`src/rtl/pipe_ctrl.sv`:
```
// pipe_ctrl: in-order pipeline occupancy/handshake controller
// with register-scoreboard issue blocking and a redirect flush.
module pipe_ctrl #(
    parameter int STAGES = 4,
    parameter int REG_CNT = 32,
    parameter int ISSUE_STAGE = 2,
    parameter int CNT_WIDTH = 16,
    localparam int REG_ADDR_WIDTH = $clog2(REG_CNT)
) (
    input  logic                      clk,
    input  logic                      rst,
    input  logic [STAGES-1:0]         stage_ready,
    output logic [STAGES-1:0]         stage_en,
    output logic [STAGES-1:0]         stage_load,
    input  logic [REG_ADDR_WIDTH-1:0] dec_rs1,
    input  logic [REG_ADDR_WIDTH-1:0] dec_rs2,
    input  logic [REG_ADDR_WIDTH-1:0] dec_rd,
    input  logic                      dec_writes,
    input  logic                      flush,
    output logic                      retire,
    output logic [CNT_WIDTH-1:0]      stall_cnt
);

    logic [STAGES-1:0]         stage_en_q, stage_en_d;
    logic [CNT_WIDTH-1:0]      stall_cnt_q, stall_cnt_d;
    logic [REG_ADDR_WIDTH-1:0] rd_q [ISSUE_STAGE:STAGES-1];
    logic [REG_ADDR_WIDTH-1:0] rd_d [ISSUE_STAGE:STAGES-1];
    logic                      wr_q [ISSUE_STAGE:STAGES-1];
    logic                      wr_d [ISSUE_STAGE:STAGES-1];

    logic [STAGES-1:0] done;
    logic [STAGES-1:0] leave;
    logic [STAGES-1:0] load;
    logic [STAGES-1:0] blk;
    logic              hazard;
    logic              flush_hit;
    logic              stall_inc;
    logic              accept;

    // Handshake: resolve transfers from the last stage backward, plus hazard.
    always_comb begin
        done      = stage_en_q & stage_ready;
        flush_hit = flush & done[STAGES-1];
        leave     = '0;
        load      = '0;
        blk       = '0;
        hazard    = 1'b0;
        accept    = 1'b0;
        for (int i = ISSUE_STAGE; i < STAGES; i++) begin
            if (stage_en_q[i] && wr_q[i] && (rd_q[i] != '0) &&
                ((rd_q[i] == dec_rs1) || (rd_q[i] == dec_rs2))) begin
                hazard = 1'b1;
            end
        end
        blk[ISSUE_STAGE] = hazard;
        leave[STAGES-1]  = done[STAGES-1];
        for (int i = STAGES - 1; i >= 1; i--) begin
            accept      = done[i-1] & (~stage_en_q[i] | leave[i]) & ~blk[i];
            load[i]     = accept;
            leave[i-1]  = accept;
        end
        load[0]   = ~stage_en_q[0] | leave[0];
        stall_inc = done[ISSUE_STAGE-1]
                  & (~stage_en_q[ISSUE_STAGE] | leave[ISSUE_STAGE])
                  & blk[ISSUE_STAGE];
        if (rst || flush_hit) begin
            load = '0;
        end
    end

    // Next occupancy, scoreboard tags and saturating stall counter.
    always_comb begin
        stage_en_d  = load | (stage_en_q & ~leave);
        stall_cnt_d = stall_cnt_q;
        rd_d        = rd_q;
        wr_d        = wr_q;
        if (stall_inc && (stall_cnt_q != '1)) begin
            stall_cnt_d = stall_cnt_q + CNT_WIDTH'(1);
        end
        if (flush_hit) begin
            stage_en_d = '0;
            for (int i = ISSUE_STAGE; i < STAGES; i++) begin
                rd_d[i] = '0;
                wr_d[i] = 1'b0;
            end
        end else begin
            for (int i = ISSUE_STAGE + 1; i < STAGES; i++) begin
                if (load[i]) begin
                    rd_d[i] = rd_q[i-1];
                    wr_d[i] = wr_q[i-1];
                end
            end
            if (load[ISSUE_STAGE]) begin
                rd_d[ISSUE_STAGE] = dec_rd;
                wr_d[ISSUE_STAGE] = dec_writes;
            end
        end
    end

    // State registers with synchronous reset.
    always_ff @(posedge clk) begin
        if (rst) begin
            stage_en_q  <= '0;
            stall_cnt_q <= '0;
            for (int i = ISSUE_STAGE; i < STAGES; i++) begin
                rd_q[i] <= '0;
                wr_q[i] <= 1'b0;
            end
        end else begin
            stage_en_q  <= stage_en_d;
            stall_cnt_q <= stall_cnt_d;
            for (int i = ISSUE_STAGE; i < STAGES; i++) begin
                rd_q[i] <= rd_d[i];
                wr_q[i] <= wr_d[i];
            end
        end
    end

    assign stage_en   = stage_en_q;
    assign stage_load = load;
    assign retire     = ~rst & done[STAGES-1];
    assign stall_cnt  = stall_cnt_q;

endmodule

```
`config.mk`:
```
export PLATFORM = sky130hd
export DESIGN_NAME = pipe_ctrl
export DESIGN_NICKNAME = d
export VERILOG_FILES = /design/src/rtl/pipe_ctrl.sv
export SDC_FILE = /design/constraint.sdc
export NUM_CORES = 1
export LEC_CHECK = 0
export CELL_PAD_IN_SITES_DETAIL_PLACEMENT = 0
export CELL_PAD_IN_SITES_GLOBAL_PLACEMENT = 1
export CORE_UTILIZATION = 35
export CTS_CLUSTER_SIZE = 8
export DETAILED_ROUTE_END_ITERATION = 7
export HOLD_SLACK_MARGIN = 0.12
export PLACE_DENSITY = 0.89
export SLEW_MARGIN = 0
export SYNTH_ARGS = -nofsm -noshare
export SYNTH_HDL_FRONTEND = slang
export SYNTH_SLANG_ARGS = --single-unit
```
`constraint.sdc`:
```
create_clock -name clk -period 2.35 [get_ports clk]
set_input_delay 0.47 -clock clk [delete_from_list [all_inputs] [get_ports clk]]
set_output_delay 0.47 -clock clk [all_outputs]
set_load 0.02 [all_outputs]
```
-- Word-level counts from Yosys, hierarchy flattened
Index checks and enable logic that the tools add are counted.
W data, S select, Z words.
- output and inout bits: 25
- logic and storage cells: 49
- flip-flop bits (word level): 32
- bits of input ports: 23
- multiplexer cells: 3
- eq/ne operators: 5
- bitwise logic cells: 21
- reductions and logical operators: 13
- add/sub/neg operators: 1
- operators with widths (cell ; count):
    $eq A5 B5 Y1 ; 4
    $add A16 B1 Y16 const B ; 1
    $ne A16 B16 Y1 const B ; 1
    $reduce_bool A5 Y1 ; 2
    $and A4 B4 Y4 ; 2
    $and A1 B1 Y1 ; 7
    $logic_and A1 B1 Y1 ; 7
    $not A1 Y1 ; 6
    $mux W4 ; 1
    $not A4 Y4 ; 1
    $or A1 B1 Y1 ; 4
    $or A4 B4 Y4 ; 1
    $logic_or A1 B1 Y1 ; 3
    $mux W1 ; 2
    $reduce_or A2 Y1 ; 1

-- Longest topological paths before layout
- depth after elaboration: 12
- gate-level depth with buffers: 7
- depth with buffers taken out: 6

-- Least setup slack after synthesis
Ideal clock, no wire load.
- path kind: register -> output
- start point: register rd_q[5] (netlist name)
- end point: output port stage_load[1]
- data required time: 1880 ps
- stages on the path, launching flop included: 7
- buffers on the path: 1
- arrival: 2143 ps
- slack: -263 ps
- cells stage by stage: dfxtp_1 or3_1 o311a_1 a22oi_1 nand2_1 buf_2 a21boi_0
- cells in the longest elaborated chain, start to end: 10
- elaborated cells between the ends (all ways): 13
- classes of those cells: eq/ne: 2; mux: 3; bitwise: 4; reduce/logical: 4
- RTL lines (what ; RTL line ; text):
    from (decl) ; 26 ; logic [REG_ADDR_WIDTH-1:0] rd_q [ISSUE_STAGE:STAGES-1];
    from (signal, indexed assignment) ; 113 ; rd_q[i] <= rd_d[i];
    $eq A5 B5 Y1 / $reduce_bool A5 Y1 (equally long branches) ; 51, 50 ;
    $logic_or A1 B1 Y1 / $logic_and A1 B1 Y1 (equally long branches) ; 51, 50 ;
    $logic_and A1 B1 Y1 * ; 50 ; if (stage_en_q[i] && wr_q[i] && (rd_q[i] != '0) &&
    $mux W1 * (2 in series) ; 50 ;
    $not A1 Y1 * ; 58 ; accept = done[i-1] & (~stage_en_q[i] | leave[i]) & ~blk[i];
    $and A1 B1 Y1 * ; 58 ;
    $or A1 B1 Y1 * ; 58 ;
    $and A1 B1 Y1 * ; 58 ;
    $mux W4 * ; 66 ; if (rst || flush_hit) begin
    to (decl) ; 14 ; output logic [STAGES-1:0] stage_load,
Every way passes the cells marked *; elsewhere a longest branch is shown, timed or not.

-- Worst setup path after layout
- start point: register rd_q[5] (netlist name)
- end point: output port stage_load[0]
- cells in the longest elaborated chain, start to end: 11
- elaborated cells between the ends (all ways): 14
- classes of those cells: eq/ne: 2; mux: 3; bitwise: 5; reduce/logical: 4
- RTL lines (what ; RTL line ; text):
    $eq A5 B5 Y1 / $reduce_bool A5 Y1 (equally long branches) ; 51, 50 ;
    $logic_or A1 B1 Y1 / $logic_and A1 B1 Y1 (equally long branches) ; 51, 50 ;
    $logic_and A1 B1 Y1 * ; 50 ;
    $mux W1 * (2 in series) ; 50 ;
    $not A1 Y1 * ; 58 ;
    $and A1 B1 Y1 * ; 58 ;
    $or A1 B1 Y1 * ; 58 ;
    $and A1 B1 Y1 * ; 58 ;
    $or A1 B1 Y1 * ; 62 ; load[0] = ~stage_en_q[0] | leave[0];
    $mux W4 * ; 66 ;
Marks and branches as above.

==> results.py <==
metrics = {
    "floorplanning": {
        "core_region_area_um2": 4850,
        "rows": 25,
        "start_util": 0.372,
        "io_pins": 48,
        "dieArea_um2": 5440,
        "die_y_um": 73.8,
        "die_w_um": 73.8,
    },
    "synthesis": {
        "synthCells": 213,
        "seq_area_frac_synth": 0.355,
        "synth-edff-count": 0,
        "synth_most_common_cell": "dfxtp_1",
        "yosys_warnings": 0,
        "synthesis.area_um2": 1800,
        "ys_top_cells_by_count": "dfxtp_1 (32), nand2_1 (21), xnor2_1 (20)",
        "async_flop_share": 0,
        "yosys.area.top_type": "dfxtp_1",
        "synth_seq_cells": 32,
        "synth.area.top_cells": "dfxtp_1 (36%), xnor2_1 (9.7%), mux2i_1 (6.7%), nand2_1 (4.4%), a21oi_1 (3.6%)",
        "syn-num-nets": 237,
        "synth_top_flop_cell": "dfxtp_1",
        "synth_top_area_frac": 0.355,
        "avgSynthCellArea_um2": 8.46,
        "yosysUniqueCellTypes": 42,
    },
    "detailed_routing": {
        "wire_per_inst_um": 13.4,
        "ant_nets": 0,
        "drc": 0,
        "first_pass_iters": 4,
        "drt-total-wl_mm": 4.87,
        "drtIter0Drc": 88,
        "viasPerCell": 5.09,
        "num_vias": 1852,
    },
    "status": {
        "status": "finished with violations",
        "violations": "setup timing",
    },
    "sta": {
        "fmax_mhz": 413,
        "finalSetupViolations": 3,
        "final.setup.worst_slack_ns": -0.0702,
        "hold_violations": 0,
        "period_needed_ns": 2.42,
        "fin_crit_sh": 1.03,
        "tns_ns": -0.164,
        "worst_pin_slew_ns": 0.326,
        "rsz0062_at_grt": "true",
        "drv_slew": 0,
        "max_slew_margin": 0.780,
        "finClkSkew_ns": 0.00513,
    },
    "hold_path": {
        "min_path_type": "reg2reg",
    },
    "clock_tree": {
        "cts_tree": "built",
        "insertion_delay_ns": 0.29,
        "cts.path.max_buffers": 2,
        "clock-sinks": 32,
        "clk_root_buffer_cell": "clkbuf_8",
        "path_clk_slew_ns": 0.07,
        "cts_buffers": 5,
        "h-tree-depth": 2,
    },
    "global_route": {
        "grt_pass1_vias": 1718,
        "antenna_found_initial": 0,
        "grt_start_max_net_pins": 23,
        "grt_pass1_wl_mm": 7.94,
        "track_usage": 0.194,
        "grt_overflow": 0,
    },
    "setup_path": {
        "cpMaxStageDelayCell": "or3_1",
        "path_class": "reg2out",
        "crit_path_end_kind": "output port",
        "startpoint_type": "flip-flop",
        "max_stage_delay_ns": 0.36,
        "crit_path_cell_trace": "or3_1 > o311a_1 > a22oi_2 > nand2_2 > a31oi_4 > buf_6",
        "cp_data_arrival_time_ns": 1.95,
        "cp_num_buf_inv": 1,
        "cp.required_ns": 1.88,
        "crit_fanout": 4,
        "crit_family": "compound AO/OA/AOI/OAI gates",
    },
    "job": {
        "maxCapViolCount": 0,
    },
    "final_layout": {
        "fillCellCount": 445,
        "drive_above_1_share": 0.242,
        "syn2layout_area_growth_pct": 54.2,
        "diodes": 0,
        "nNetsFinal": 320,
    },
    "pwr": {
        "power_per_cell_area_nw_per_um2": 456,
        "p_leak_uw": 0.00110,
        "ir_drop_uv": 375,
    },
    "place": {
        "pre_cts_slack_ns": -0.681,
        "place_hpwl_mm": 3.61,
        "place.gp.congestion": 0.780,
        "port_buffers": 47,
    },
}
-- where the power goes --
group / internal (µW) / total (µW) / switching, µW / leakage [µW]
combinational: 98.8 / 176 / 77.5 / 0.000785
sequential: 550 / 557 / 7.63 / 0.000259
clock: 314 / 533 / 220 / 0.0000541
total: 962 / 1270 / 305 / 0.00110
-- repair_timing --
item                                    CTS  global route
gates resized for setup                  26             4
setup buffers                             4             3
hold buffers                              0             0
pin swaps                                 5             7
endpoints found under the hold margin     0             0
endpoints found under the setup margin    7            14
-- path summary, 6_finish.rpt --
check	startpoint	end	slack, ns	cells past startpoint
setup / recovery	rd_q[5]	stage_load[0]	-0.07	6
hold / removal	stall_cnt[15]	stall_cnt[15]	0.50	2
setup reg to reg	rd_q[4]	stall_cnt[11]	0.10	8
hold reg to reg	stall_cnt[15]	stall_cnt[15]	0.50	2
-- cell type report --
class / instances / area, µm² / area share
multi-input combinational: 164 / 1150 / 0.414
timing repair buffer: 84 / 759 / 0.273
sequential: 32 / 641 / 0.230
tap: 67 / 83.8 / 0.0302
clock buffer: 5 / 68.8 / 0.0248
clock inverter: 3 / 42.5 / 0.0153
inverter: 9 / 33.8 / 0.0122
-- cells by family after synthesis --
logic type / after synthesis / share of synthesized area
simple gates: 86 / 0.255
xor+xnor: 20 / 0.0972
mux: 16 / 0.0916
flops: 32 / 0.355
fa+ha+maj: 1 / 0.00694
buf+inv: 17 / 0.0423
compound gates: 41 / 0.152
-- through the flow --
| stage | util | total power, µW | hold WS (ns) | instance area (µm²) | std cells |
|---|---|---|---|---|---|
| after detailed placement | 0.532 | 739 | 0.487 | 2580 | 349 |
| after global routing | 0.573 | 1320 | 0.520 | 2780 | 364 |
| after global placement | 0.532 | 736 | 0.483 | 2580 | 349 |
| after floorplan | - | 646 | 0.451 | 1830 | 213 |
| after CTS | 0.567 | 1280 | 0.498 | 2750 | 361 |
| final | 0.573 | 1270 | 0.500 | 2780 | 364 |
-- flip-flops by register name, indices dropped and copies added (netlist names) --
| name | count |
|---|---|
| stage_en | 4 |
| stall_cnt | 16 |
| wr_q | 2 |
| rd_q | 10 |
-- placed cells by master (no fill, tap or decap), types with 6 or more instances in the layout --
| cell type | synthesis | layout |
|---|---|---|
| a21oi_1 | 13 | 13 |
| a31o_2 | 6 | 6 |
| buf_4 | 1 | 36 |
| clkdlybuf4s50_1 | 0 | 40 |
| dfxtp_1 | 32 | 32 |
| inv_1 | 9 | 9 |
| mux2i_1 | 12 | 12 |
| nand2_1 | 21 | 20 |
| nand3_1 | 8 | 8 |
| nand4_1 | 7 | 7 |
| nor2_1 | 17 | 16 |
| o21ai_0 | 7 | 7 |
| or3_1 | 9 | 9 |
| xnor2_1 | 20 | 20 |
-- routing by layer --
metal,wire length [µm],vias up,track usage
met1,2310,866,0.259
met2,2270,43,0.301
li1,-,936,-
met5,0,-,0
met3,219,7,0.0508
met4,74,0,0.0705
-- tightest hold or removal path, delay by kind of cell (launching register included) --
family	cells	cell delay, ns
flops	1	0.33
compound gates	2	0.13
Power figures use the tool's default switching activity.
